===== config.mk =====
export PLATFORM = sky130hd
export DESIGN_NAME = fixed_mul_seq_flat
export DESIGN_NICKNAME = d
export VERILOG_FILES = /design/src/rtl/fixed_mul_seq_if.sv /design/src/rtl/fixed_mul_seq.sv /design/src/flat_wrapper.sv
export SDC_FILE = /design/constraint.sdc
export NUM_CORES = 1
export LEC_CHECK = 0
export CORE_AREA = 2 2 175 177
export CTS_BUF_LIST = sky130_fd_sc_hd__clkbuf_2 sky130_fd_sc_hd__clkbuf_4 sky130_fd_sc_hd__clkbuf_8
export DETAILED_ROUTE_END_ITERATION = 6
export DIE_AREA = 0 0 177 179
export GPL_ROUTABILITY_DRIVEN = 0
export PLACE_DENSITY = 0.73
export SYNTH_ARGS = -nofsm -noshare
export SYNTH_HDL_FRONTEND = slang
export SYNTH_SLANG_ARGS = --single-unit

===== constraint.sdc =====
create_clock -name clk -period 6.5 [get_ports clk]
set_input_delay 1.3 -clock clk [delete_from_list [all_inputs] [get_ports clk]]
set_output_delay 1.3 -clock clk [all_outputs]
set_load 0.005 [all_outputs]

===== src/rtl/fixed_mul_seq_if.sv =====
// -----------------------------------------------------------------------------
// fixed_mul_seq_if
//
// This interface carries the operand and result handshakes of fixed_mul_seq.
//
// Signals:
//   in_valid / in_ready   operand pair offered / block can accept
//   in_a, in_b            signed fixed-point multiplicand / multiplier
//   out_valid / out_ready result held / consumer takes result
//   out_data              rounded product, same Q format as the operands
//   out_ovf               product out of range, qualified by out_valid
//   busy                  multiply or normalise in progress
//
// Modports:
//   slave   the multiplier itself
//   master  the producer/consumer driving it
// -----------------------------------------------------------------------------
interface fixed_mul_seq_if #(
  parameter int WIDTH = 32
);
  logic             in_valid;
  logic             in_ready;
  logic [WIDTH-1:0] in_a;
  logic [WIDTH-1:0] in_b;
  logic             out_valid;
  logic             out_ready;
  logic [WIDTH-1:0] out_data;
  logic             out_ovf;
  logic             busy;

  modport slave (
    input  in_valid, in_a, in_b, out_ready,
    output in_ready, out_valid, out_data, out_ovf, busy
  );

  modport master (
    output in_valid, in_a, in_b, out_ready,
    input  in_ready, out_valid, out_data, out_ovf, busy
  );
endinterface


===== src/rtl/fixed_mul_seq.sv =====
// -----------------------------------------------------------------------------
// fixed_mul_seq
//
// This is a sequential signed fixed-point multiplier in Q(WIDTH-FRAC).FRAC format.
// The block works on operand magnitudes with a radix-2 shift-add loop, one
// multiplier bit per cycle. It then restores the sign and rounds to nearest,
// with ties going toward +inf. The result is either wrapped or saturated, and
// it is held until the consumer takes it.
//
// Ports:
//   clk   rising-edge clock
//   rst   synchronous, active-high reset (aborts any job in flight)
//   bus   fixed_mul_seq_if.slave (operand/result handshakes, busy)
//
// Build option:
//   FIXED_MUL_SAT_EN  When defined, an overflowing result clamps to the most
//                     positive or most negative code. When undefined, it wraps
//                     (two's complement). out_ovf is identical in both builds.
//
// Timing: the block has a latency of WIDTH+1 cycles from accept to out_valid.
// With out_ready held high, the minimum initiation interval is WIDTH+3 cycles.
// -----------------------------------------------------------------------------
module fixed_mul_seq #(
  parameter int WIDTH = 32,
  parameter int FRAC  = 30
) (
  input logic            clk,
  input logic            rst,
  fixed_mul_seq_if.slave bus
);
  localparam int CW = $clog2(WIDTH);
  localparam int PW = 2 * WIDTH;      // full product width
  localparam int RW = 2 * WIDTH + 1;  // rounding headroom
  localparam logic signed [RW-1:0] HALF = RW'(1) <<< (FRAC - 1);

  typedef enum logic [1:0] {IDLE, RUN, NORM, HOLD} state_t;

  state_t           state_q, state_d;
  logic [PW-1:0]    mcand_q;   // |a| << cnt
  logic [WIDTH-1:0] mplier_q;  // |b| >> cnt, so bit 0 is the current bit
  logic [PW-1:0]    acc_q;
  logic [CW-1:0]    cnt_q;
  logic             sign_q;
  logic [WIDTH-1:0] out_data_q;
  logic             out_ovf_q;

  logic [WIDTH-1:0]     mag_a, mag_b;
  logic                 last_bit;
  logic signed [PW-1:0] prod;
  logic signed [RW-1:0] prod_x, rounded;
  logic                 ovf;
  logic [WIDTH-1:0]     result;

  // The magnitude of -2^(WIDTH-1) is 2^(WIDTH-1). That value still fits as an
  // unsigned WIDTH-bit number.
  assign mag_a    = bus.in_a[WIDTH-1] ? -bus.in_a : bus.in_a;
  assign mag_b    = bus.in_b[WIDTH-1] ? -bus.in_b : bus.in_b;
  assign last_bit = (cnt_q == CW'(WIDTH - 1));

  // Restore the sign, then round half-up by adding one half LSB and doing an
  // arithmetic shift (floor).
  always_comb begin
    prod    = sign_q ? -$signed(acc_q) : $signed(acc_q);
    prod_x  = RW'(prod);
    rounded = (prod_x + HALF) >>> FRAC;
    // The result is in range only when every bit from the top down to bit
    // WIDTH-1 is a copy of the sign.
    ovf     = !((&rounded[RW-1:WIDTH-1]) || !(|rounded[RW-1:WIDTH-1]));
`ifdef FIXED_MUL_SAT_EN
    if (ovf)
      result = rounded[RW-1] ? {1'b1, {(WIDTH-1){1'b0}}} : {1'b0, {(WIDTH-1){1'b1}}};
    else
      result = rounded[WIDTH-1:0];
`else
    result = rounded[WIDTH-1:0];
`endif
  end

  // Next-state logic
  always_comb begin
    // NOTE: the default is assigned first so that every path drives state_d.
    // Without it, synthesis would infer a latch.
    state_d = state_q;
    case (state_q)
      IDLE:    if (bus.in_valid)  state_d = RUN;
      RUN:     if (last_bit)      state_d = NORM;
      NORM:                       state_d = HOLD;
      HOLD:    if (bus.out_ready) state_d = IDLE;
      default:                    state_d = IDLE;
    endcase
  end

  always_ff @(posedge clk) begin
    // NOTE: non-blocking assignments make every register sample its pre-edge
    // value. The result therefore does not depend on the order of the
    // processes.
    if (rst) state_q <= IDLE;
    else     state_q <= state_d;
  end

  // Datapath
  always_ff @(posedge clk) begin
    // NOTE: the datapath registers are reset as well as the FSM. An aborted job
    // then leaves no stale accumulator, counter or result behind.
    if (rst) begin
      mcand_q    <= '0;
      mplier_q   <= '0;
      acc_q      <= '0;
      cnt_q      <= '0;
      sign_q     <= 1'b0;
      out_data_q <= '0;
      out_ovf_q  <= 1'b0;
    end else begin
      case (state_q)
        IDLE: if (bus.in_valid) begin
          mcand_q  <= PW'(mag_a);
          mplier_q <= mag_b;
          sign_q   <= bus.in_a[WIDTH-1] ^ bus.in_b[WIDTH-1];
          acc_q    <= '0;
          cnt_q    <= '0;
        end
        RUN: begin
          if (mplier_q[0]) acc_q <= acc_q + mcand_q;
          mcand_q  <= mcand_q << 1;
          mplier_q <= mplier_q >> 1;
          cnt_q    <= cnt_q + CW'(1);
        end
        NORM: begin
          out_data_q <= result;
          out_ovf_q  <= ovf;
        end
        default: ;
      endcase
    end
  end

  assign bus.in_ready  = (state_q == IDLE);
  assign bus.out_valid = (state_q == HOLD);
  assign bus.busy      = (state_q == RUN) || (state_q == NORM);
  assign bus.out_data  = out_data_q;
  assign bus.out_ovf   = out_ovf_q;

endmodule


===== src/flat_wrapper.sv =====
// flat-port wrapper written by rule: the top's interface ports become plain ports
module fixed_mul_seq_flat 
#(
  parameter int WIDTH = 32,
  parameter int FRAC  = 30
)
  (clk, rst, bus_in_valid, bus_in_a, bus_in_b, bus_out_ready, bus_in_ready, bus_out_valid, bus_out_data, bus_out_ovf, bus_busy);
  fixed_mul_seq_if #(.WIDTH(WIDTH)) bus_i ();
  input logic clk;
  input logic rst;
  input wire logic [$bits(bus_i.in_valid)-1:0] bus_in_valid;
  input wire logic [$bits(bus_i.in_a)-1:0] bus_in_a;
  input wire logic [$bits(bus_i.in_b)-1:0] bus_in_b;
  input wire logic [$bits(bus_i.out_ready)-1:0] bus_out_ready;
  output wire logic [$bits(bus_i.in_ready)-1:0] bus_in_ready;
  output wire logic [$bits(bus_i.out_valid)-1:0] bus_out_valid;
  output wire logic [$bits(bus_i.out_data)-1:0] bus_out_data;
  output wire logic [$bits(bus_i.out_ovf)-1:0] bus_out_ovf;
  output wire logic [$bits(bus_i.busy)-1:0] bus_busy;
  assign bus_i.in_valid = bus_in_valid;
  assign bus_i.in_a = bus_in_a;
  assign bus_i.in_b = bus_in_b;
  assign bus_i.out_ready = bus_out_ready;
  assign bus_in_ready = bus_i.in_ready;
  assign bus_out_valid = bus_i.out_valid;
  assign bus_out_data = bus_i.out_data;
  assign bus_out_ovf = bus_i.out_ovf;
  assign bus_busy = bus_i.busy;
  fixed_mul_seq #(.WIDTH(WIDTH), .FRAC(FRAC)) u_core (.clk(clk), .rst(rst), .bus(bus_i));
endmodule

# Yosys cells after proc, flatten, opt, wreduce, memory -nomap -nowiden
# Cells that the tools add are included.
totals:
  word_cells: 51
  out_inout_bits: 36
  ff_bits: 201
classes:
  addsub: 6
  n_mux: 16
  eq_ne: 8
  reduce_logical: 12
  bitwise_logic: 1
op_table:
  columns: ["op", "count"]
  rows:
  - ["2-to-1 mux 64 bit", 4]
  - ["case mux 64 bit (2 select lines)", 2]
  - ["2-to-1 mux 32 bit", 3]
  - ["adder 64 x 31 -> 65 bit (second input constant)", 1]
  - ["adder 64 bit", 1]
  - ["negation 32 bit", 2]
  - ["negation 64 bit", 1]
  - ["case mux 32 bit (2 select lines)", 1]
  - ["case mux 5 bit (2 select lines)", 1]
  - ["case mux 2 bit (4 select lines)", 1]
  - ["2-to-1 mux 2 bit", 3]
  - ["AND reduction 3 bit", 2]
  - ["adder 5 x 1 -> 5 bit (second input constant)", 1]
  - ["== test 5 bit (second input constant)", 1]
  - ["2-to-1 mux 5 bit", 1]
  - ["== test 2 bit (second input constant)", 2]
  - ["inequality test 2 x 1 -> 1 bit (second input constant)", 2]
  - ["inequality test 2 bit (second input constant)", 2]
  - ["AND reduction 2 bit", 2]
  - ["AND reduction 4 bit", 1]
  - ["OR reduction 4 bit", 1]
  - ["== test 2 x 1 -> 1 bit (second input constant)", 1]
  - ["zero test 1 bit", 2]
  - ["zero test 2 bit", 1]
  - ["3 further kinds", 4]

# Longest topological paths before layout
depth:
  word_depth: 7
  depth_mapped: 15

# Least setup slack after synthesis
# No wires, ideal clock.
synth_path:
  path_type: "input to register"
  start: "input port bus_in_b[10]"
  end: "register u_core.mplier_q[29]"
  t_required_ns: 6.430
  setup_time_ns: 0.070
  arrival_time_ns: 3.778
  setup_slack_ns: 2.652
  stages: 11
  path_cell_list: "or4_1 > nor4_1 > nor2b_1 > nand2_1 > or4_1 > nand2b_1 > o41ai_1 > xor2_1 > o21ai_0 > nand2_1 > a21oi_1"
synth_between:
  elab_chain_cells: 4
synth_lines:
  columns: ["item", "line", "rtl"]
  rows:
  - ["start: declaration", "flat_wrapper.sv:13", "input wire logic [$bits(bus_i.in_b)-1:0] bus_in_b;"]
  - ["negation 32 bit", "fixed_mul_seq.sv:57", "assign mag_b = bus.in_b[WIDTH-1] ? -bus.in_b : bus.in_b;"]
  - ["2-to-1 mux 32 bit", "fixed_mul_seq.sv:57", null]
  - ["2-to-1 mux 32 bit", "fixed_mul_seq.sv:115", "IDLE: if (bus.in_valid) begin"]
  - ["case mux 32 bit (2 select lines)", "fixed_mul_seq.sv:114", "case (state_q)"]
  - ["end signal: assignment", "fixed_mul_seq.sv:117", "mplier_q <= mag_b;"]
  - ["end signal: assignment", "fixed_mul_seq.sv:125", "mplier_q <= mplier_q >> 1;"]
  - ["end: declaration", "fixed_mul_seq.sv:40", "logic [WIDTH-1:0] mplier_q;"]
# Every way passes these cells. The select of a mux whose other input is x is not followed.
# A chain may end at the register's enable or synchronous reset.

# Worst setup path in the final report
layout_path:
  start: "register u_core.acc_q[17]"
  end: "register u_core.out_ovf_q (netlist: u_core.bus.out_ovf)"
layout_between:
  elab_chain_cells: 7
layout_lines:
  columns: ["item", "line", "rtl"]
  rows:
  - ["start: declaration", "fixed_mul_seq.sv:41", "logic [PW-1:0] acc_q;"]
  - ["start signal: assignment", "fixed_mul_seq.sv:123", "if (mplier_q[0]) acc_q <= acc_q + mcand_q;"]
  - ["negation 64 bit", "fixed_mul_seq.sv:63", "prod = sign_q ? -$signed(acc_q) : $signed(acc_q);"]
  - ["2-to-1 mux 64 bit *", "fixed_mul_seq.sv:63", null]
  - ["adder 64 x 31 -> 65 bit *", "fixed_mul_seq.sv:65", "rounded = (prod_x + HALF) >>> FRAC;"]
  - ["OR reduction 4 bit", "fixed_mul_seq.sv:68", "ovf = !((&rounded[RW-1:WIDTH-1]) || !(|rounded[RW-1:WIDTH-1]));"]
  - ["zero test 1 bit", "fixed_mul_seq.sv:68", null]
  - ["logical OR 1 bit *", "fixed_mul_seq.sv:68", null]
  - ["zero test 1 bit *", "fixed_mul_seq.sv:68", null]
  - ["end signal: assignment", "fixed_mul_seq.sv:130", "out_ovf_q <= ovf;"]
  - ["end: declaration", "fixed_mul_seq.sv:45", "logic out_ovf_q;"]
# Every way passes the cells marked *; elsewhere a longest branch is shown, timed or not.

==> summary.md <==
| Metric | Value |
|---|---|
| Largest net degree at the start of global routing | 94 |
| Synth Area in Compound Gates | 26.1% |
| Pleak | 0.00635 uW |
| Initial Util | a little under half |
| Worst-Margin Slew | ~1100 ps |
| First-pass GRT wire length | between 60000 and 70000 um |
| EDFF count, synth | 0 |
| Post-Syn Nets | 2068 |
| Post-Route WL | 36800 um |
| CTS buffer count | 37 |
| CTS-repair resized insts | 0 |
| Critical Path AT | roughly 4700 ps |
| TritonCTS Sinks | 201 |
| DRC | 0 |
| CTS tree | yes |
| Worst Hold Slack | 450 ps |
| First DRT Iteration DRCs | 1080 |
| Period utilization | 65.5% |
| I/O Buffers | 103 |
| Die Span Y | 179 um |
| Final setup viols | 0 |
| Critical path class | reg2reg |
| Mux contribution to synthesized area | 2.06% |
| Routed via count | 13771 |
| CP endpoint kind | flip-flop |
| Adder-Cell Fraction of Synth Area | 6.40% |
| Syn_area_per_cell | 7.47 um^2 |
| Synth async-reset ratio | 0% |
| CP max FO | 12 |
| Clock skew | 31.2 ps |
| Simple-Gate Fraction of Synth Area | 23.3% |
| DR pass1 iterations | 5 |
| Post-CTS repair timing setup buffer count | 0 |
| WL/cell | 15.5 um |
| Clock Latency Late Sink | around 540 ps |
| Clock Tree Buf Depth | 3 |
| FF+latch count, synth | roughly 200 |
| Tmin final | 4260 ps |
| Clock H-tree levels | 2 |
| RSZ-0062 raised after global routing | false |
| Max frequency | 0.235 GHz |
| GRT Total Usage | 22.9% |
| Min-delay worst type | reg2reg |
| Mapped cell area | 0.0144 mm^2 |
| Sequential area share after synthesis | 28.0% |
| Final Hold Viols | 0 |
| Die area | roughly 0.032 mm^2 |
| Xor and xnor area share after synthesis | 9.80% |
| Nets | 2098 |
| FP Rows | 64 |
| Root Buffer | clkbuf_8 |
| Normalized max-slew margin | 29.2% |
| Final HPWL DP | ~27000 um |
| Status | complete, no violations |
| Clk slew on worst S/H paths | 60 ps |
| CP Launch Type | flip-flop |
| CTS Hold Bufs | 0 |
| Final Slew Violations | 0 |
| Core area | 0.0300 mm^2 |
| # diodes | 0 |
| Largest family of logic cells by synthesized area | compound AO/OA/AOI/OAI gates |
| Die W | 177 um |
| Synth cell types | 89 |
| Ratio of cells with drive above 1 in the final layout | 5.80% |
| Synth Instances | 1927 |
| Main synth FF type | dfxtp_1 |
| Max_cap viols | 0 |
| Detail Route Antenna Nets | 0 |
| PwrDens | 289 mW/mm^2 |
| VDD IR max | 0.000218 V |
| Ports | 104 |
| Number of global-route vias before repair | approximately 13000 |
| Post-DR vias/cell | 5.79 |
| Initial antenna violation count | 0 |
| Synthesis-to-finish area growth | 13.8% |
| WP data required | between 6000 and 7000 ps |
| Remaining Overflow, GRT | 0 |
| Yosys Warn Count | 0 |
| Setup_tns | 0 ps |
## report_power, final
group	switching [uW]	total (uW)	leakage, uW	internal [uW]
logic	1210	1830	0.00430	629
registers	140	1550	0.00163	1410
clock network	545	1340	0.000427	799
## critical path, cell delays in order, from the launching register on
cell and delay (ps):
dfxtp_1 330, nor4_2 420, nand4_1 700, o31a_1 530, o31a_1 310, a2111oi_4 420, and4_1 450, and2_1 310
a41oi_1 150, o32ai_1 240, and3_1 210, nor4_2 50
## Yosys cell counts, types with 4 or more instances
cell type  instances  area share, %
a211o_1            6           0.37
a211oi_1          21            1.1
a21o_1            39            2.0
a21oi_1          155            5.4
a22oi_1           72            3.8
a311oi_1           4           0.24
a31oi_1           10           0.43
and2_1             5           0.22
and3_1            16           0.70
buf_1             15           0.39
clkbuf_1          99            2.6
dfxtp_1          201             28
ha_1              72            6.3
inv_1             38           0.99
mux2i_1           27            1.9
nand2_1          296            7.7
nand2b_1          14           0.61
nand3_1           36            1.3
nand3b_1           5           0.26
nand4_1           27            1.2
nor2_1           203            5.3
nor2b_1           20           0.87
nor3_1            27           0.94
nor3b_1            5           0.26
nor4_1            23            1.0
nor4_2             5           0.43
o211ai_1          20            1.0
o21a_1            10           0.52
o21ai_0          137            4.8
o21ai_1            4           0.14
o21bai_1          13           0.68
o22ai_1            6           0.26
o31a_1             5           0.30
o31ai_1           25            1.3
o41ai_1           14           0.85
or2_2              5           0.22
or3_1             11           0.48
or4_1              7           0.37
xnor2_1           63            3.8
xor2_1            98            6.0
## metrics by stage
stage          total power, uW  cells  utilization, %  cell area [um^2]  setup WS, ps
5_1_grt                   5050   2379            54.5             16400          1860
3_5_place_dp              3400   2314            51.8             15500          1900
6_report                  4730   2379            54.5             16400          2240
2_1_floorplan             2880   1927               -             14400          2650
4_1_cts                   4750   2379            54.5             16400          2280
3_3_place_gp              3360   2314            51.8             15500          1940
## final timing paths
kind / start / end / slack, ps / cells after the start
min: u_core.mplier_q[9] / u_core.mplier_q[9] / 450 / 2
max reg2reg: u_core.acc_q[17] / u_core.bus.out_ovf / 2240 / 11
max: u_core.acc_q[17] / u_core.bus.out_ovf / 2240 / 11
min reg2reg: u_core.mplier_q[9] / u_core.mplier_q[9] / 450 / 2
## flip-flops by register name (all words and copies together) (netlist names)
register,count
u_core.bus.out_ovf,1
u_core.cnt_q,5
u_core.mcand_q,64
u_core.bus.out_data,32
u_core.state_q,2
u_core.mplier_q,32
u_core.sign_q,1
u_core.acc_q,64
## metal layers
| layer | vias up | wire length, um | track usage (%) |
|---|---|---|---|
| met5 | - | 0 | 0 |
| met4 | 0 | 890 | 7.33 |
| met3 | 79 | 2350 | 4.35 |
| met2 | 374 | 16100 | 36.2 |
| met1 | 6336 | 17400 | 31.6 |
| li1 | 6982 | - | - |
## cell families after synthesis
logic type                 after synthesis
and+or+nand+nor                        724
AOI/OAI and AO/OA                      579
DFF                                    201
xor gates and xnor gates               161
buffers and inverters                  160
adders and majority gates               73
muxes                                   29
## cells in the final DEF (no fill, tap or decap), types with 6 or more instances in the layout
| cell | n |
|---|---|
| nand2_1 | 296 |
| nor2_1 | 203 |
| dfxtp_1 | 201 |
| a21oi_1 | 155 |
| o21ai_0 | 137 |
| clkdlybuf4s50_1 | 102 |
| xor2_1 | 98 |
| a22oi_1 | 72 |
| ha_1 | 70 |
| xnor2_1 | 63 |
| clkbuf_8 | 45 |
| a21o_1 | 39 |
| inv_1 | 38 |
| nand3_1 | 36 |
| nor3_1 | 27 |
| mux2i_1 | 27 |
| nand4_1 | 27 |
| o31ai_1 | 25 |
| nor4_1 | 23 |
| a211oi_1 | 21 |
| nor2b_1 | 20 |
| o211ai_1 | 20 |
| and3_1 | 16 |
| nand2b_1 | 14 |
| o41ai_1 | 14 |
| o21bai_1 | 13 |
| or3_1 | 11 |
| o21a_1 | 10 |
| a31oi_1 | 10 |
| buf_4 | 10 |
| clkbuf_4 | 9 |
| or4_1 | 7 |
| a211o_1 | 6 |
| o22ai_1 | 6 |
## layout make-up
class                           count  area [um^2]
Clock buffer                       54          687
Clock inverter                     11          138
Fill cell                        2847        13700
Inverter                           38          143
Multi-Input combinational cell   1566         9780
Sequential cell                   201         4020
Tap cell                          396          495
Timing Repair Buffer              113         1110
Power figures use the tool's default switching activity.
